**src/rtl/komandara_wrr_arbiter_if.sv**
```systemverilog
// Request/grant bundle between the requesters and the weighted round-robin arbiter.
// master = requester side, slave = arbiter side.
interface komandara_wrr_arbiter_if #(
  parameter int N_REQ = 4,
  parameter int IDX_W = $clog2(N_REQ)
);
  logic [N_REQ-1:0] req_i;
  logic             advance_i;
  logic [N_REQ-1:0] gnt_o;
  logic [IDX_W-1:0] gnt_idx_o;
  logic             valid_o;
  logic [N_REQ-1:0] starve_o;

  modport master (
    output req_i, advance_i,
    input  gnt_o, gnt_idx_o, valid_o, starve_o
  );

  modport slave (
    input  req_i, advance_i,
    output gnt_o, gnt_idx_o, valid_o, starve_o
  );
endinterface

```
**src/rtl/komandara_wrr_arbiter.sv**
```systemverilog
// Weighted round-robin arbiter: the grant is held for a whole transaction until advance_i,
// each owner gets up to WEIGHT back-to-back grants, and long waiters are pulled to the front.
module komandara_wrr_arbiter #(
  parameter int                      N_REQ        = 4,
  parameter int                      CRED_W       = 4,
  parameter logic [N_REQ*CRED_W-1:0] WEIGHTS      = {N_REQ{{(CRED_W-1){1'b0}}, 1'b1}},
  parameter int                      STARVE_LIMIT = 15
) (
  input  logic                   clk_i,
  input  logic                   rst_i,
  komandara_wrr_arbiter_if.slave bus
);
  localparam int                  IDX_W    = $clog2(N_REQ);
  localparam int                  WAIT_W   = (STARVE_LIMIT > 32'sd0) ? $clog2(STARVE_LIMIT + 32'sd1) : 32'sd1;
  localparam logic [WAIT_W-1:0]   WAIT_MAX = WAIT_W'(STARVE_LIMIT);
  localparam logic                AGING_EN = (STARVE_LIMIT != 32'sd0);
  localparam logic [N_REQ-1:0]    ONEHOT0  = {{(N_REQ-1){1'b0}}, 1'b1};
  localparam logic [0:0]          ST_IDLE  = 1'b0;
  localparam logic [0:0]          ST_BUSY  = 1'b1;

  logic [0:0]        state_q, state_d;
  logic [N_REQ-1:0]  gnt_q, gnt_d;
  logic [IDX_W-1:0]  gnt_idx_q, gnt_idx_d;
  logic [IDX_W-1:0]  ptr_q, ptr_d;
  logic [CRED_W-1:0] cnt_q, cnt_d;
  logic [WAIT_W-1:0] wait_q [N_REQ];
  logic [WAIT_W-1:0] wait_d [N_REQ];
  logic [N_REQ-1:0]  urgent_s, starve_s;
  logic [IDX_W-1:0]  win_s;
  logic              reload_s, grant_s;
  int                cand_s;

  function automatic logic [CRED_W-1:0] weight_of(input logic [IDX_W-1:0] idx);
    logic [CRED_W-1:0] w;
    w = WEIGHTS[int'(idx)*CRED_W +: CRED_W];
    return (w == '0) ? CRED_W'(1'b1) : w;
  endfunction

  // Requesters whose wait counter has saturated at the aging limit.
  always_comb begin
    for (int i = 0; i < N_REQ; i++) begin
      starve_s[i] = AGING_EN && (wait_q[i] == WAIT_MAX);
      urgent_s[i] = starve_s[i] && bus.req_i[i];
    end
  end

  // Winner: lowest urgent index, else continue ptr while it has credit, else rotate from ptr+1.
  always_comb begin
    win_s    = ptr_q;
    reload_s = 1'b0;
    cand_s   = 0;
    if (|urgent_s) begin
      reload_s = 1'b1;
      for (int i = N_REQ - 1; i >= 0; i--) begin
        win_s = urgent_s[i] ? IDX_W'(i) : win_s;
      end
    end else if (bus.req_i[ptr_q] && (cnt_q != '0)) begin
      win_s    = ptr_q;
      reload_s = 1'b0;
    end else begin
      reload_s = 1'b1;
      // Walk backwards so the nearest requester after ptr is written last.
      for (int k = N_REQ; k >= 1; k--) begin
        cand_s = (int'(ptr_q) + k >= N_REQ) ? int'(ptr_q) + k - N_REQ : int'(ptr_q) + k;
        win_s  = bus.req_i[IDX_W'(cand_s)] ? IDX_W'(cand_s) : win_s;
      end
    end
  end

  // Grant FSM next state: arbitrate in IDLE, hold in BUSY until the owner releases.
  always_comb begin
    state_d   = state_q;
    gnt_d     = gnt_q;
    gnt_idx_d = gnt_idx_q;
    ptr_d     = ptr_q;
    cnt_d     = cnt_q;
    grant_s   = 1'b0;
    case (state_q)
      ST_IDLE: begin
        if (|bus.req_i) begin
          grant_s   = 1'b1;
          state_d   = ST_BUSY;
          gnt_d     = ONEHOT0 << win_s;
          gnt_idx_d = win_s;
          ptr_d     = win_s;
          cnt_d     = reload_s ? weight_of(win_s) : cnt_q;
        end else begin
          state_d = ST_IDLE;
        end
      end
      ST_BUSY: begin
        if (bus.advance_i) begin
          state_d = ST_IDLE;
          gnt_d   = '0;
          cnt_d   = (cnt_q != '0) ? cnt_q - CRED_W'(1'b1) : cnt_q;
        end else begin
          state_d = ST_BUSY;
        end
      end
      default: begin
        state_d = ST_IDLE;
        gnt_d   = '0;
      end
    endcase
  end

  // Wait counters: clear on being granted or not requesting, else count up to the limit.
  always_comb begin
    for (int i = 0; i < N_REQ; i++) begin
      if (grant_s && (win_s == IDX_W'(i))) begin
        wait_d[i] = '0;
      end else if (bus.req_i[i] && !gnt_q[i]) begin
        wait_d[i] = (wait_q[i] == WAIT_MAX) ? wait_q[i] : wait_q[i] + WAIT_W'(1'b1);
      end else begin
        wait_d[i] = '0;
      end
    end
  end

  // State registers with asynchronous reset.
  always_ff @(posedge clk_i or posedge rst_i) begin
    if (rst_i) begin
      state_q   <= ST_IDLE;
      gnt_q     <= '0;
      gnt_idx_q <= '0;
      ptr_q     <= IDX_W'(N_REQ - 1);
      cnt_q     <= '0;
      for (int i = 0; i < N_REQ; i++) begin
        wait_q[i] <= '0;
      end
    end else begin
      state_q   <= state_d;
      gnt_q     <= gnt_d;
      gnt_idx_q <= gnt_idx_d;
      ptr_q     <= ptr_d;
      cnt_q     <= cnt_d;
      for (int i = 0; i < N_REQ; i++) begin
        wait_q[i] <= wait_d[i];
      end
    end
  end

  assign bus.gnt_o     = gnt_q;
  assign bus.gnt_idx_o = gnt_idx_q;
  assign bus.valid_o   = (state_q == ST_BUSY);
  assign bus.starve_o  = starve_s;
endmodule

```
**src/flat_wrapper.sv**
```systemverilog
// flat-port wrapper written by rule: the top's interface ports become plain ports
module komandara_wrr_arbiter_flat 
#(
  parameter int                      N_REQ        = 4,
  parameter int                      CRED_W       = 4,
  parameter logic [N_REQ*CRED_W-1:0] WEIGHTS      = {N_REQ{{(CRED_W-1){1'b0}}, 1'b1}},
  parameter int                      STARVE_LIMIT = 15
)
  (clk_i, rst_i, bus_req_i, bus_advance_i, bus_gnt_o, bus_gnt_idx_o, bus_valid_o, bus_starve_o);
  komandara_wrr_arbiter_if #(.N_REQ(N_REQ)) bus_i ();
  input  logic clk_i;
  input  logic rst_i;
  input wire logic [$bits(bus_i.req_i)-1:0] bus_req_i;
  input wire logic [$bits(bus_i.advance_i)-1:0] bus_advance_i;
  output wire logic [$bits(bus_i.gnt_o)-1:0] bus_gnt_o;
  output wire logic [$bits(bus_i.gnt_idx_o)-1:0] bus_gnt_idx_o;
  output wire logic [$bits(bus_i.valid_o)-1:0] bus_valid_o;
  output wire logic [$bits(bus_i.starve_o)-1:0] bus_starve_o;
  assign bus_i.req_i = bus_req_i;
  assign bus_i.advance_i = bus_advance_i;
  assign bus_gnt_o = bus_i.gnt_o;
  assign bus_gnt_idx_o = bus_i.gnt_idx_o;
  assign bus_valid_o = bus_i.valid_o;
  assign bus_starve_o = bus_i.starve_o;
  komandara_wrr_arbiter #(.N_REQ(N_REQ), .CRED_W(CRED_W), .WEIGHTS(WEIGHTS), .STARVE_LIMIT(STARVE_LIMIT)) u_core (.clk_i(clk_i), .rst_i(rst_i), .bus(bus_i));
endmodule
```
**config.mk**
```make
export PLATFORM = sky130hd
export DESIGN_NAME = komandara_wrr_arbiter_flat
export DESIGN_NICKNAME = d
export VERILOG_FILES = /design/src/rtl/komandara_wrr_arbiter_if.sv /design/src/rtl/komandara_wrr_arbiter.sv /design/src/flat_wrapper.sv
export SDC_FILE = /design/constraint.sdc
export NUM_CORES = 1
export LEC_CHECK = 0
export CAP_MARGIN = 10
export CORE_MARGIN = 2
export CORE_UTILIZATION = 50
export CTS_BUF_LIST = sky130_fd_sc_hd__clkbuf_2
export CTS_CLUSTER_DIAMETER = 80
export CTS_CLUSTER_SIZE = 14
export DETAILED_ROUTE_END_ITERATION = 10
export HOLD_SLACK_MARGIN = 0.03
export PLACE_DENSITY = 0.74
export SLEW_MARGIN = 20
export SYNTH_ARGS = -nofsm -noshare
export SYNTH_HDL_FRONTEND = slang
export SYNTH_SLANG_ARGS = --single-unit
```
**constraint.sdc**
```tcl
create_clock -name clk_i -period 2.5 [get_ports clk_i]
set_clock_uncertainty 0.05 [all_clocks]
set_input_delay 0.5 -clock clk_i [delete_from_list [all_inputs] [get_ports clk_i]]
set_output_delay 0.5 -clock clk_i [all_outputs]
set_load 0.005 [all_outputs]
```
; Word-level counts from Yosys, hierarchy flattened
; Index checks and enable logic that the tools add are counted.
[classes]
muxes = 55
shifts = 2
reduce_logical = 25
bitwise = 1
eq_ne = 15
n_addsub = 13
magnitude_cmp = 9
[ops]
columns = operator, count
row1 = 4-bit 2-to-1 mux, 19
row2 = 2-bit 2-to-1 mux, 14
row3 = 4-bit by 1-bit adder with 4-bit output (second input constant), 4
row4 = 4-bit == test (second input constant), 4
row5 = 2-bit by 4-bit < comparator with 1-bit output (second input constant), 4
row6 = 4-bit one-hot mux with 2 select lines, 2
row7 = 16-bit by 5-bit variable part select with 4-bit output (first input constant), 1
row8 = 1-bit 2-to-1 mux, 14
row9 = 1-bit logical AND, 13
row10 = 3-bit by 2-bit != test with 1-bit output (second input constant), 4
row11 = 1-bit binary-select mux with 2-bit select, 5
row12 = 3-bit greater-or-equal comparator (second input constant), 3
row13 = 4-bit OR reduction, 2
row14 = 2-bit by 1-bit subtractor with 2-bit output (second input constant), 4
row15 = 2-bit by 2-bit adder with 3-bit output (second input constant), 2
row16 = 2-bit by 3-bit adder with 4-bit output (second input constant), 1
row17 = 2-bit == test (second input constant), 2
row18 = 4-bit by 3-bit greater-or-equal comparator with 1-bit output (second input constant), 1
row19 = 1-bit zero test, 4
row20 = 4-bit zero test, 1
row21 = 2-bit by 1-bit != test with 1-bit output (second input constant), 2
row22 = 2-bit != test (second input constant), 2
row23 = 2-bit AND reduction, 2
row24 = 4-bit AND reduction, 1
row25 = other kinds (9), 9
[word_totals]
regBits = 29

; Depth between registers and ports, before layout
[logic_depth]
ltp_word = 18
ltp_mapped = 8
depth_no_buf = 7

; Worst setup path after synthesis
; Ideal clock, no wire load.
[synth_timing]
kind = input-to-reg
startpoint = input port bus_req_i[3]
endpoint = register u_core.gnt_q[3], in the netlist u_core.bus.gnt_o[3]
setup_ns = 0.126
arrival_ns = 2.172
n_path_buf = 1
slack_ns = 0.152
cell_stages = 6
path_cell_list = buf_2 mux4_2 nand2_2 and4_4 mux2_2 a221o_1
[synth_via]
elab_chain_len = 12
[synth_lines]
columns = element, line_no
row1 = "start, declared", flat_wrapper.sv:13  ; input wire logic [$bits(bus_i.req_i)-1:0] bus_req_i;
row2 = 1-bit binary-select mux with 2-bit select, komandara_wrr_arbiter.sv:65  ; win_s = bus.req_i[IDX_W'(cand_s)] ? IDX_W'(cand_s) : win_s;
row3 = 1-bit 2-to-1 mux (not written as such) (2 in a row), komandara_wrr_arbiter.sv:65
row4 = 2-bit 2-to-1 mux (4 in a row), komandara_wrr_arbiter.sv:65
row5 = 2-bit 2-to-1 mux, komandara_wrr_arbiter.sv:57  ; end else if (bus.req_i[ptr_q] && (cnt_q != '0)) begin
row6 = 2-bit 2-to-1 mux, komandara_wrr_arbiter.sv:52  ; if (|urgent_s) begin
row7 = 1-bit by 2-bit << shifter with 4-bit output, komandara_wrr_arbiter.sv:83  ; gnt_d = ONEHOT0 << win_s;
row8 = 4-bit 2-to-1 mux, komandara_wrr_arbiter.sv:80  ; if (|bus.req_i) begin
row9 = 4-bit one-hot mux with 2 select lines, komandara_wrr_arbiter.sv:78  ; case (state_q)
row10 = "end signal, assigned", komandara_wrr_arbiter.sv:133  ; gnt_q <= gnt_d;
row11 = "end, declared", komandara_wrr_arbiter.sv:22  ; logic [N_REQ-1:0] gnt_q, gnt_d;
; Several ways; a longest one is shown, not always the timed one. The select of a mux whose other input is x is not followed.
; A chain may end at the register's enable or synchronous reset.

; Worst setup path in the final report
[layout_timing]
startpoint = register u_core.wait_q[1] in the netlist's numbering
endpoint = output port bus_starve_o[3]
[layout_via]
elab_chain_len = 1
[layout_lines]
columns = element, line_no
row1 = "start, declared", komandara_wrr_arbiter.sv:26  ; logic [WAIT_W-1:0] wait_q [N_REQ];
row2 = "start signal, assigned by index", komandara_wrr_arbiter.sv:138  ; wait_q[i] <= wait_d[i];
row3 = 4-bit == test, komandara_wrr_arbiter.sv:42  ; starve_s[i] = AGING_EN && (wait_q[i] == WAIT_MAX);
row4 = "end, declared", flat_wrapper.sv:18  ; output wire logic [$bits(bus_i.starve_o)-1:0] bus_starve_o;
; No other way between the ends.

==> flow_summary.toml <==
[yosys]
synth_area_mm2 = 0.00186
ys_warn_count = 0
postSynthCellCount = 202
ys_ff_latch = 29
yosysTopAreaCellShare_pct = 36.2
synthFlopType = "dfrtp_1"
ys_async_sr_fraction_pct = 100
ys_seq_area_share_pct = 39.1
synth_nets = 215
synth_cell_type_count = 54
synth_top_cells_by_area = "dfrtp_1, ha_1, nand2_1"
synth_top_cell_by_area = "dfrtp_1"
synth_area_per_cell_um2 = 9.23
synthMostInstantiatedCell = "dfrtp_1"
synth_commonest_cells = "dfrtp_1, nand2_1, nor2_1"
synth_edf_count = 0

[sta]
final_hold_viol_count = 0
min_period_ns = 2.39
max-slew-margin-rel_pct = 63.1
tns_ns = 0
post-route-period-util_pct = 95.4
setup_viol = 0
tightest_slew_ns = 0.551
rsz0062_at_grt = "false"
slew_violations = 0
fin_ws_ns = 0.114
fin_hold_ws_ns = 0.380
fmax_mhz = 419

[final_layout]
area_growth_pct = 23.4
antenna_cells = 0
final_cells = 290
drive_above_1_share_pct = 19.4
design_area_mm2 = 0.00230
layout.nets = 254
final_core_util_pct = 63.3

[power]
pwr_density_cell_mw_per_mm2 = 1080
switching_power_uw = 999
intPower_mw = 1.49
p_comb_share_pct = 53.1
p_leak_nw = 1.03
p_seq_share_pct = 33.3
ir_worst_vdd_mv = 0.754
switching_share_pct = 40.2
pwr-share-clk_pct = 13.6
fin_total_pwr_mw = 2.49

[cts]
cts_buffers = 5
clock_sinks = 29
cts_root_buf = "clkbuf_2"
cts_tree = "yes"
clkTransAtPathRegs_ns = 0.17
cts_max_level = 2
cts_resized = 1
clock_path_buffers = 2
post_cts_buffers = 0
clk_latency_ns = 0.37
hold_buffers = 0

[die]
initial_utilization_pct = 51.3
boundaryPins = 18
num_rows = 22
fp.coreArea_mm2 = 0.00363
die_w_um = 65.1
die_area_mm2 = 0.00423
chipHeight_um = 65.1

[drt]
via_per_inst = 6.07
firstDrtPassIters = 5
wirelength_mm = 4.56
drc = 0
wl_per_cell_um = 15.7
vias = 1761
drt_iter0_drc = 94
ant_nets = 0

[worst_hold_path]
hp-class = "primary input to async pin"

[global_route]
overflow = 0
grt_antenna_before_repair = 0
grt_pass1_wl_mm = 7.69
track_usage_pct = 23.7
grt_pass1_vias = 1663
grt_max_degree = 17

[worst_setup_path]
worstPathRequired_ns = 1.95
r2r_slack_ns = 0.15
arrival_ns = 1.84
end_kind = "primary output"
worstSetupStartpointType = "flop"
path_class = "flop to primary output"
path_max_fanout = 4

[place]
dpl_cell_area_mm2 = 0.00223
place.gp.congestion = 0.869
hpwl_mm = 3.43
place_inst = 282
post-place-ws_ns = -0.146
port_buffers = 17

[run]
cap_violations = 0

[run_status]
status = "finished clean"
==> layout make-up <==
type / instances / area, um2
Clock buffer: 6 / 30.0
Clock inverter: 2 / 33.8
Fill cell: 323 / 1330
Inverter: 8 / 30.0
Multi-Input combinational cell: 154 / 1050
Sequential cell: 29 / 728
Tap cell: 48 / 60.1
Timing Repair Buffer: 43 / 365
==> sequential cells by signal (all words and copies together), names as in the netlist <==
name	count
u_core.ptr_q	2
u_core.bus.gnt_o	4
u_core.bus.gnt_idx_o	2
u_core.bus.valid_o	1
u_core.cnt_q	4
u_core.wait_q	16
==> worst max-delay path: stages, from the launching register on <==
cell and delay, ns:
dfrtp_1 0.44, ha_2 0.24, nand3_2 0.17, inv_1 0.13, clkdlybuf4s50_1 0.50
==> worst paths after layout <==
check                                                          from                             endpoint  cells past startpoint
worst min register to register  u_core.bus.gnt_idx_o[1]$_DFFE_PP0P_  u_core.bus.gnt_idx_o[1]$_DFFE_PP0P_                      2
max in group asynchronous                                     rst_i  u_core.bus.gnt_idx_o[1]$_DFFE_PP0P_                      3
min in group clk_i              u_core.bus.gnt_idx_o[1]$_DFFE_PP0P_  u_core.bus.gnt_idx_o[1]$_DFFE_PP0P_                      2
worst max-delay path                   u_core.wait_q[1]$_DFFE_PP0P_                      bus_starve_o[3]                      4
worst min-delay path                                          rst_i        u_core.wait_q[15]$_DFFE_PP0P_                      2
worst max register to register          u_core.cnt_q[0]$_DFFE_PP0P_         u_core.wait_q[7]$_DFFE_PP0P_                      9
==> layout by cell type, fill, tap and decap left out, types with 2 or more instances in the layout <==
cell type and instances:
clkbuf_2 6, and3_1 2, nand2b_1 4, nand4_1 4, a311oi_1 4, nand2_1 19, or3_1 2, o21bai_1 2
a31oi_1 11, nor4_1 3, dfstp_2 2, ha_1 5, a32o_1 3, nor3b_1 4, buf_4 26, nor2b_1 3
nor2_1 17, dfrtp_1 27, o21a_1 2, mux2i_1 6, xnor2_1 4, inv_1 8, clkdlybuf4s50_1 17, nand3b_1 2
o2bb2ai_1 6, mux2_2 3, nor3_1 6, o21ai_0 9, nand3_1 6
==> logic make-up after synthesis <==
logic type               Yosys count  share of synthesized area (%)
AO/OA/AOI/OAI                     50                           20.0
XOR/XNOR                           4                           1.88
adder cells (fa/ha/maj)            6                           4.03
buffers and inverters             19                           4.90
flip-flops                        29                           39.1
multiplexers                      10                           6.24
AND/OR/NAND/NOR                   84                           23.9
==> power by group through the flow <==
stage	clock [mW]	sequential (mW)	combinational (mW)
floorplan	0	0.760	0.895
global placement	0	0.811	1.24
detailed placement	0	0.831	1.31
CTS	0.342	0.822	1.31
global route	0.359	0.858	1.45
finish	0.339	0.829	1.32
==> metal layers <==
| metal | vias to the layer above | routed length (um) | global-route usage, % |
|---|---|---|---|
| met2 | 65 | 2190 | 37.8 |
| met5 | - | 0 | 0 |
| li1 | 837 | - | - |
| met3 | 11 | 252 | 4.51 |
| met4 | 0 | 89 | 9.64 |
| met1 | 848 | 2020 | 31.7 |
(Power assumes the default switching activity.)
